## src/rtl/cnn_layer_sequencer.sv

```systemverilog
// Host-facing sequencer for a 4-layer CNN: counts byte writes into five memory
// regions, then starts layers 1-4 in order with buffer swaps and a per-layer watchdog.
module cnn_layer_sequencer #(
    parameter int INPUT_SIZE = 10000,
    parameter int L1_SIZE    = 400,
    parameter int L2_SIZE    = 12800,
    parameter int L3_SIZE    = 230400,
    parameter int L4_SIZE    = 10600,
    parameter int CNT_W      = 18,
    parameter int TIMEOUT    = 1048576
) (
    input  logic             clk,
    input  logic             reset,
    input  logic             chipselect,
    input  logic             write,
    input  logic             read,
    input  logic [2:0]       address,
    input  logic [7:0]       writedata,
    output logic [7:0]       readdata,
    output logic [4:0]       mem_we,
    output logic [CNT_W-1:0] mem_waddr,
    output logic [7:0]       mem_wdata,
    output logic [3:0]       layer_start,
    input  logic [3:0]       layer_done,
    output logic             buf_swap,
    output logic             busy,
    output logic             result_ready
);
    localparam int WD_W = $clog2(TIMEOUT);
    localparam logic [WD_W-1:0] WD_MAX = WD_W'(TIMEOUT - 1);

    typedef enum logic [2:0] {S_LOAD, S_START, S_RUN, S_SWAP, S_DONE, S_ERR} state_t;

    state_t           state_reg, state_next;
    logic [1:0]       layer_reg, layer_next;
    logic [WD_W-1:0]  wd_reg, wd_next;
    logic             err_seq_reg, err_seq_next;
    logic             err_tmo_reg, err_tmo_next;
    logic             err_ovf_reg;
    logic [CNT_W-1:0] cnt_reg [5];
    logic [4:0]       loaded;
    logic [4:0]       accept;
    logic [CNT_W-1:0] waddr_sel;
    logic [3:0]       wrong_done;
    logic             host_wr, ctrl_wr, soft_clr, rerun, region_wr, drop;
    logic [7:0]       status;

    assign host_wr   = chipselect & write;
    assign ctrl_wr   = host_wr && (address == 3'd5);
    assign soft_clr  = ctrl_wr & writedata[0];
    assign rerun     = ctrl_wr & writedata[1] & ~writedata[0];
    assign region_wr = host_wr && (address < 3'd5);
    assign drop      = region_wr && (accept == 5'd0);

    generate
        for (genvar gi = 0; gi < 5; gi++) begin : g_region
            localparam logic [CNT_W-1:0] SIZE = CNT_W'(gi == 0 ? INPUT_SIZE :
                                                      gi == 1 ? L1_SIZE :
                                                      gi == 2 ? L2_SIZE :
                                                      gi == 3 ? L3_SIZE : L4_SIZE);
            assign loaded[gi] = (cnt_reg[gi] == SIZE);
            // Accepting only below SIZE is what makes the counter saturate.
            assign accept[gi] = host_wr && (address == 3'(gi)) &&
                                (state_reg == S_LOAD) && !loaded[gi];

            always_ff @(posedge clk or posedge reset) begin
                if (reset)
                    cnt_reg[gi] <= '0;
                else if (soft_clr || (rerun && gi == 0))
                    cnt_reg[gi] <= '0;
                else if (accept[gi])
                    cnt_reg[gi] <= cnt_reg[gi] + 1'b1;
            end
        end
    endgenerate

    always_comb begin
        waddr_sel = '0;
        for (int i = 0; i < 5; i++)
            if (accept[i]) waddr_sel = cnt_reg[i];
    end

    assign status = {err_ovf_reg | err_seq_reg | err_tmo_reg, result_ready, busy, loaded};

    always_ff @(posedge clk or posedge reset) begin
        if (reset) begin
            mem_we      <= '0;
            mem_waddr   <= '0;
            mem_wdata   <= '0;
            err_ovf_reg <= 1'b0;
            readdata    <= '0;
        end else begin
            mem_we <= accept;
            if (|accept) begin
                mem_waddr <= waddr_sel;
                mem_wdata <= writedata;
            end
            if (soft_clr || rerun)
                err_ovf_reg <= 1'b0;
            else if (drop)
                err_ovf_reg <= 1'b1;
            if (chipselect && read)
                readdata <= (address == 3'd5) ? status : 8'd0;
        end
    end

    always_ff @(posedge clk or posedge reset) begin
        if (reset) begin
            state_reg   <= S_LOAD;
            layer_reg   <= '0;
            wd_reg      <= '0;
            err_seq_reg <= 1'b0;
            err_tmo_reg <= 1'b0;
        end else begin
            state_reg   <= state_next;
            layer_reg   <= layer_next;
            wd_reg      <= wd_next;
            err_seq_reg <= err_seq_next;
            err_tmo_reg <= err_tmo_next;
        end
    end

    assign wrong_done = layer_done & ~(4'd1 << layer_reg);

    always_comb begin
        state_next   = state_reg;
        layer_next   = layer_reg;
        wd_next      = wd_reg;
        err_seq_next = err_seq_reg;
        err_tmo_next = err_tmo_reg;
        // A host control write overrides whatever the sequence is doing.
        if (soft_clr || rerun) begin
            state_next   = S_LOAD;
            layer_next   = '0;
            wd_next      = '0;
            err_seq_next = 1'b0;
            err_tmo_next = 1'b0;
        end else begin
            case (state_reg)
                S_LOAD: begin
                    if (&loaded) begin
                        state_next = S_START;
                        layer_next = '0;
                    end
                end
                S_START: begin
                    wd_next    = '0;
                    state_next = S_RUN;
                end
                S_RUN: begin
                    if (|wrong_done) begin
                        state_next   = S_ERR;
                        err_seq_next = 1'b1;
                    end else if (layer_done[layer_reg]) begin
                        state_next = (layer_reg == 2'd3) ? S_DONE : S_SWAP;
                    end else if (wd_reg == WD_MAX) begin
                        state_next   = S_ERR;
                        err_tmo_next = 1'b1;
                    end else begin
                        wd_next = wd_reg + 1'b1;
                    end
                end
                S_SWAP: begin
                    layer_next = layer_reg + 2'd1;
                    state_next = S_START;
                end
                S_DONE, S_ERR: ;
                default: state_next = S_LOAD;
            endcase
        end
    end

    assign layer_start  = (state_reg == S_START) ? (4'd1 << layer_reg) : 4'd0;
    assign buf_swap     = (state_reg == S_SWAP);
    assign busy         = (state_reg == S_START) || (state_reg == S_RUN) || (state_reg == S_SWAP);
    assign result_ready = (state_reg == S_DONE);

endmodule
```

## config.mk

```make
export PLATFORM = sky130hd
export DESIGN_NAME = cnn_layer_sequencer
export DESIGN_NICKNAME = d
export VERILOG_FILES = /design/src/rtl/cnn_layer_sequencer.sv
export SDC_FILE = /design/constraint.sdc
export NUM_CORES = 1
export LEC_CHECK = 0
export CORE_ASPECT_RATIO = 1.4
export CORE_UTILIZATION = 35
export CTS_CLUSTER_SIZE = 28
export DETAILED_ROUTE_END_ITERATION = 8
export GPL_ROUTABILITY_DRIVEN = 0
export PLACE_DENSITY = 0.61
export SETUP_SLACK_MARGIN = 0.15
export SLEW_MARGIN = 20
export SYNTH_ARGS = -nofsm -noshare
export SYNTH_HDL_FRONTEND = slang
export SYNTH_SLANG_ARGS = --single-unit
```

## constraint.sdc

```tcl
create_clock -name clk -period 5.6 [get_ports clk]
set_input_delay 1.12 -clock clk [delete_from_list [all_inputs] [get_ports clk]]
set_output_delay 1.12 -clock clk [all_outputs]
set_load 0.02 [all_outputs]
```

==> Word-level counts from Yosys, hierarchy flattened <==
Cells that the tools add are included.
{ "classes": {"addsub": 7, "mul": 0, "div_mod_pow": 0, "n_lt_le_gt_ge": 2, "n_eq_ne": 25, "shifts": 1, "muxes": 44, "n_bitwise": 9, "reduce_logical": 50} }
{ "op_table": {"columns": ["cell", "n"], "rows": [
  ["18-bit 2-to-1 mux", 15],
  ["18-bit by 1-bit adder with 18-bit output, second input constant", 5],
  ["20-bit 2-to-1 mux", 4],
  ["18-bit by 14-bit == test with 1-bit output, second input constant", 3],
  ["20-bit one-hot mux with 2 select lines", 1],
  ["20-bit by 1-bit adder with 20-bit output, second input constant", 1],
  ["20-bit == test, second input constant", 1],
  ["1-bit logical AND", 19],
  ["18-bit == test, second input constant", 1],
  ["18-bit by 9-bit == test with 1-bit output, second input constant", 1],
  ["3-bit 2-to-1 mux", 6],
  ["2-bit nonzero test", 9],
  ["3-bit one-hot mux with 5 select lines", 1],
  ["3-bit by 2-bit == test with 1-bit output, second input constant", 4],
  ["3-bit == test, second input constant", 4],
  ["1-bit 2-to-1 mux", 11],
  ["3-bit inequality test, second input constant", 3],
  ["8-bit 2-to-1 mux", 1],
  ["4-bit AND reduction", 2],
  ["3-bit by 1-bit == test with 1-bit output, second input constant", 2],
  ["3-bit zero test", 2],
  ["2-bit inequality test, second input constant", 3],
  ["3-bit nonzero test", 2],
  ["1-bit zero test", 5],
  ["other kinds (24)", 32]
]} }
{ "totals": {"regBits": 157, "latch_bits": 0, "mem_bits_rw": 0, "mem_bits_ro": 0, "out_inout_bits": 46, "memories": 0} }

==> Logic depth before layout (Yosys ltp) <==
{ "depth": {"ltp_word": 9, "mapped_depth": 11} }

==> Least setup slack after synthesis <==
Ideal clock, no wire load.
{ "synth_timing": {"path_type": "input port to flip-flop", "from": "in write", "to": "reg mem_wdata[0]", "setup_ps": 128, "t_arrival_ps": 2801, "required_time_ps": 5472, "setup_slack_ps": 2672, "stages": 7, "cell_sequence": "and3b_1 and4_1 o31a_1 clkbuf_1 nor4_4 buf_6 mux2_1"} }
{ "synth_via": {"elab_chain_len": 5, "elab_cells_between_ends": 17} }
{ "synth_lines": {"columns": ["element", "line_no", "text"], "rows": [
  ["start: declaration", "15", "input logic write,"],
  ["1-bit bitwise AND *", "48", "assign host_wr = chipselect & write;"],
  ["1-bit logical AND (2 in series)", "63", "assign accept[gi] = host_wr && (address == 3'(gi)) &&"],
  ["1-bit logical AND", "64", "(state_reg == S_LOAD) && !loaded[gi];"],
  ["5-bit OR reduction *", "94", "if (|accept) begin"],
  ["end signal: assignment", "96", "mem_wdata <= writedata;"],
  ["end: declaration", "22", "output logic [7:0] mem_wdata,"]
]} }
Mark *: on every way between the ends. The rest lies on a longest branch, timed or not.
A chain may end at the register's enable or synchronous reset.

==> Worst setup path after layout <==
{ "layout_timing": {"from": "in chipselect", "to": "reg mem_wdata[0]"} }
{ "layout_via": {"elab_chain_len": 5, "elab_cells_between_ends": 17} }
{ "layout_lines": {"columns": ["element", "line_no", "text"], "rows": [
  ["start: declaration", "14", "input logic chipselect,"],
  ["1-bit bitwise AND *", "48", null],
  ["1-bit logical AND (2 in series)", "63", null],
  ["1-bit logical AND", "64", null],
  ["5-bit OR reduction *", "94", null]
]} }
Marked as above.

==> results.md <==
- Status: complete, no violations
- Mapped Area: roughly 8400 sq um
- Area Growth Syn to Fin: 18.1%
- DP Cell Count: 1,227
- Reg2reg setup slack: 2.07 ns
- Required time worst endpoint: 5.90 ns
- H-tree lvl count: 4
- DRC violations left: 0
- Layout Nets: between 900 and 1,000
- Worst Setup Slack, final: ~1.9 ns
- CP startpoint: chipselect
- Slowest-stage cell, CP: clkdlybuf4s50_1
- P_leak: about 4.3 nW
- Setup Total Neg Slack: 0 ns
- Total wire length: roughly 23,000 um
- Die area: 24,600 sq um
- GRT Total Usage: between 10% and 20%
- Starting Density: ~36%
- Largest net degree at the start of global routing: 93
- Overall power: approximately 3.3 mW
- Mapped Cells: just under 900
- Io pins: 66
- Hold Path Depth: 2
- Clk root buf: clkbuf_16
- Grt ovf: 0
- Ys Warns: 0
- Hold Crit Start: readdata[2]
- Layout cells sized above 1: under 10%
- FF+latch count, synth: ~160
- Post-DR vias/cell: approximately 5.5
- Clk network pwr share: between 30% and 40%
- WL per Instance: between 15 and 20 um
- Max-cap violations: 0
- Max Clock Skew: between 0.01 and 0.015 ns
- Drt pass-1 iters: 5
- ANT cells: 0
- Fmax: about 270 MHz
- Final hold violation count: 0
- Final std cells w/o fill: between 1,000 and 1,500
- Combinational share of power: 22.9%
- Clk_lat worst skew: approximately 0.43 ns
- CP endpoint kind: register
- Post-CTS Setup Bufs: 0
- Post-CTS sizing: 0
- First-pass GRT wire length: ~37,000 um
- Worst Setup EP: mem_wdata[0]
- Post-synth EDFFs: 0
- Power density cells: about 330 nW/um^2
- Post-synth top area share: 46.8%
- Area contributors post-synth: dfrtp_1 47%, nor2_1 5.4%, xor2_1 4.8%, xnor2_1 3.9%, nand2_1 3.2%
- Syn Nets: about 920
- Crit start category: primary input
- CTS tree: yes
- Syn Area/Cell: 9.45 sq um
- Cell-by-cell trace of the critical path: clkdlybuf4s50_1 > and3_1 > and3_1 > nand2_2 > inv_1 > nor4_4 > buf_4 > mux2_1
- Unrepaired setup endpoints after global routing: no
- Sequential cell fraction of total power: ~43%
- Vias in the first global route: roughly 6,700
- Drt initial violations: between 400 and 500
- R2R cell count: 10
- Main synth FF type: dfrtp_1
- FFs w/ async S/R, synth: 100%
- Max FO, Critical Path: 27
- Worst r2r src: cnt_reg[0]
- Int Pwr: ~2.2 mW
- Net Sw Frac: between 30% and 40%
- Reg clk slew, reported paths: 0.06 ns
- Initial antenna violation count: 0
- Die H: 185 um
- VDD IR max: 0.217 mV
- Vias: 6,912
- Num rows: 66
- Largest register FFs: 90
- IO Port Bufs: between 60 and 70
- Most common cell in the synthesized netlist: dfrtp_1
- CTS Hold Bufs: 0
- Slew Limit Headroom: 25.0%
- Slew Viols, Final: 0
- DIE WIDTH: 133 um
- Clock Path Buffers: 2
- Core area: around 23,000 sq um
- CP dominant cell by count: and3_1
- Fin crit share: approximately two thirds
- CTS sink count: between 150 and 200
- Worst-Margin Slew: ~1.1 ns
- WP data arrival: between 3 and 4 ns
- Sw Pwr: roughly 1.1 mW
- Worst r2r dst: mem_wdata[0]
- Final setup violation count: 0
- Post-DRT Antenna Nets: 0
- Cell variety after synth: between 60 and 70
- Place WS: 1.56 ns
- Register area share after synthesis: approximately 47%
- Hpwl dp: roughly 16,000 um
- Crit Path Class: primary input to register
- Cell taking the most area after synthesis: dfrtp_1
- Worst Hold Class: register to register
- Clock buffer count from CTS: 17
- Post-layout min period: around 3.7 ns
- Commonest cells post-synth: 157 x dfrtp_1, 121 x nor2_1, 71 x nand2_1
- Slowest stage delay, CP: ~0.55 ns
## how the worst min path moves through the flow
stage / to / slack (ns)
3_5_place_dp: mem_waddr[17] / 0.47
3_3_place_gp: readdata[2] / 0.47
5_1_grt: mem_waddr[9] / 0.51
6_report: readdata[2] / 0.49
4_1_cts: readdata[2] / 0.49
2_1_floorplan: err_seq_reg / 0.46
## area by class of cell
cell class                      count  area (sq um)
Tap cell                          306           383
Clock buffer                       19           443
Clock inverter                     13           129
Fill cell                        2328         13400
Timing Repair Buffer               75           738
Inverter                           38           148
Sequential cell                   157          3930
Multi-Input combinational cell    651          4150
## kinds of logic after synthesis
group / Yosys count / synth area share (%)
XOR/XNOR: 83 / 8.65
AO/OA/AOI/OAI: 128 / 11.0
flip-flops: 157 / 46.8
AND/OR/NAND/NOR: 412 / 25.7
adder cells (fa/ha/maj): 15 / 2.23
buffers and inverters: 81 / 3.81
multiplexers: 13 / 1.85
## power by group through the flow
stage / logic (mW) / clock network [mW] / registers, mW
6_report: 0.760 / 1.14 / 1.42
5_1_grt: 0.843 / 1.21 / 1.43
4_1_cts: 0.767 / 1.17 / 1.42
3_5_place_dp: 0.761 / 0 / 1.43
3_3_place_gp: 0.751 / 0 / 1.44
2_1_floorplan: 0.404 / 0 / 1.46
## cells in the final DEF, fill, tap and decap left out, drive strengths merged, types with 11 or more instances in the layout
master,n
a21oi,22
a22o,15
a22oi,17
and3,29
clkbuf,19
clkdlybuf4s50,65
dfrtp,157
ha,15
inv,44
nand2,72
nand3,37
nand4,42
nor2,121
nor3,22
nor4,18
o211ai,14
o21ai,21
or4,11
xnor2,37
xor2,46
## worst max-delay path: cells and delay by family
family,cells,cell delay [ns]
muxes,1,0.35
and+or+nand+nor,4,1.20
buffers and inverters,3,1.28
## stage by stage
stage / area (sq um) / hold WS (ns) / utilization (%)
detailed placement: 9350 / 0.466 / 40.0
global placement: 9350 / 0.467 / 40.0
global route: 9920 / 0.508 / 42.5
finish: 9920 / 0.485 / 42.5
CTS: 9920 / 0.487 / 42.5
floorplan: 8400 / 0.464 / -
## layer usage
layer	track usage [%]	wire (um)
met1	23.9	9770
met2	32.9	11500
met3	3.69	967
met4	9.10	789
met5	0	0
Power figures use the tool's default switching activity.
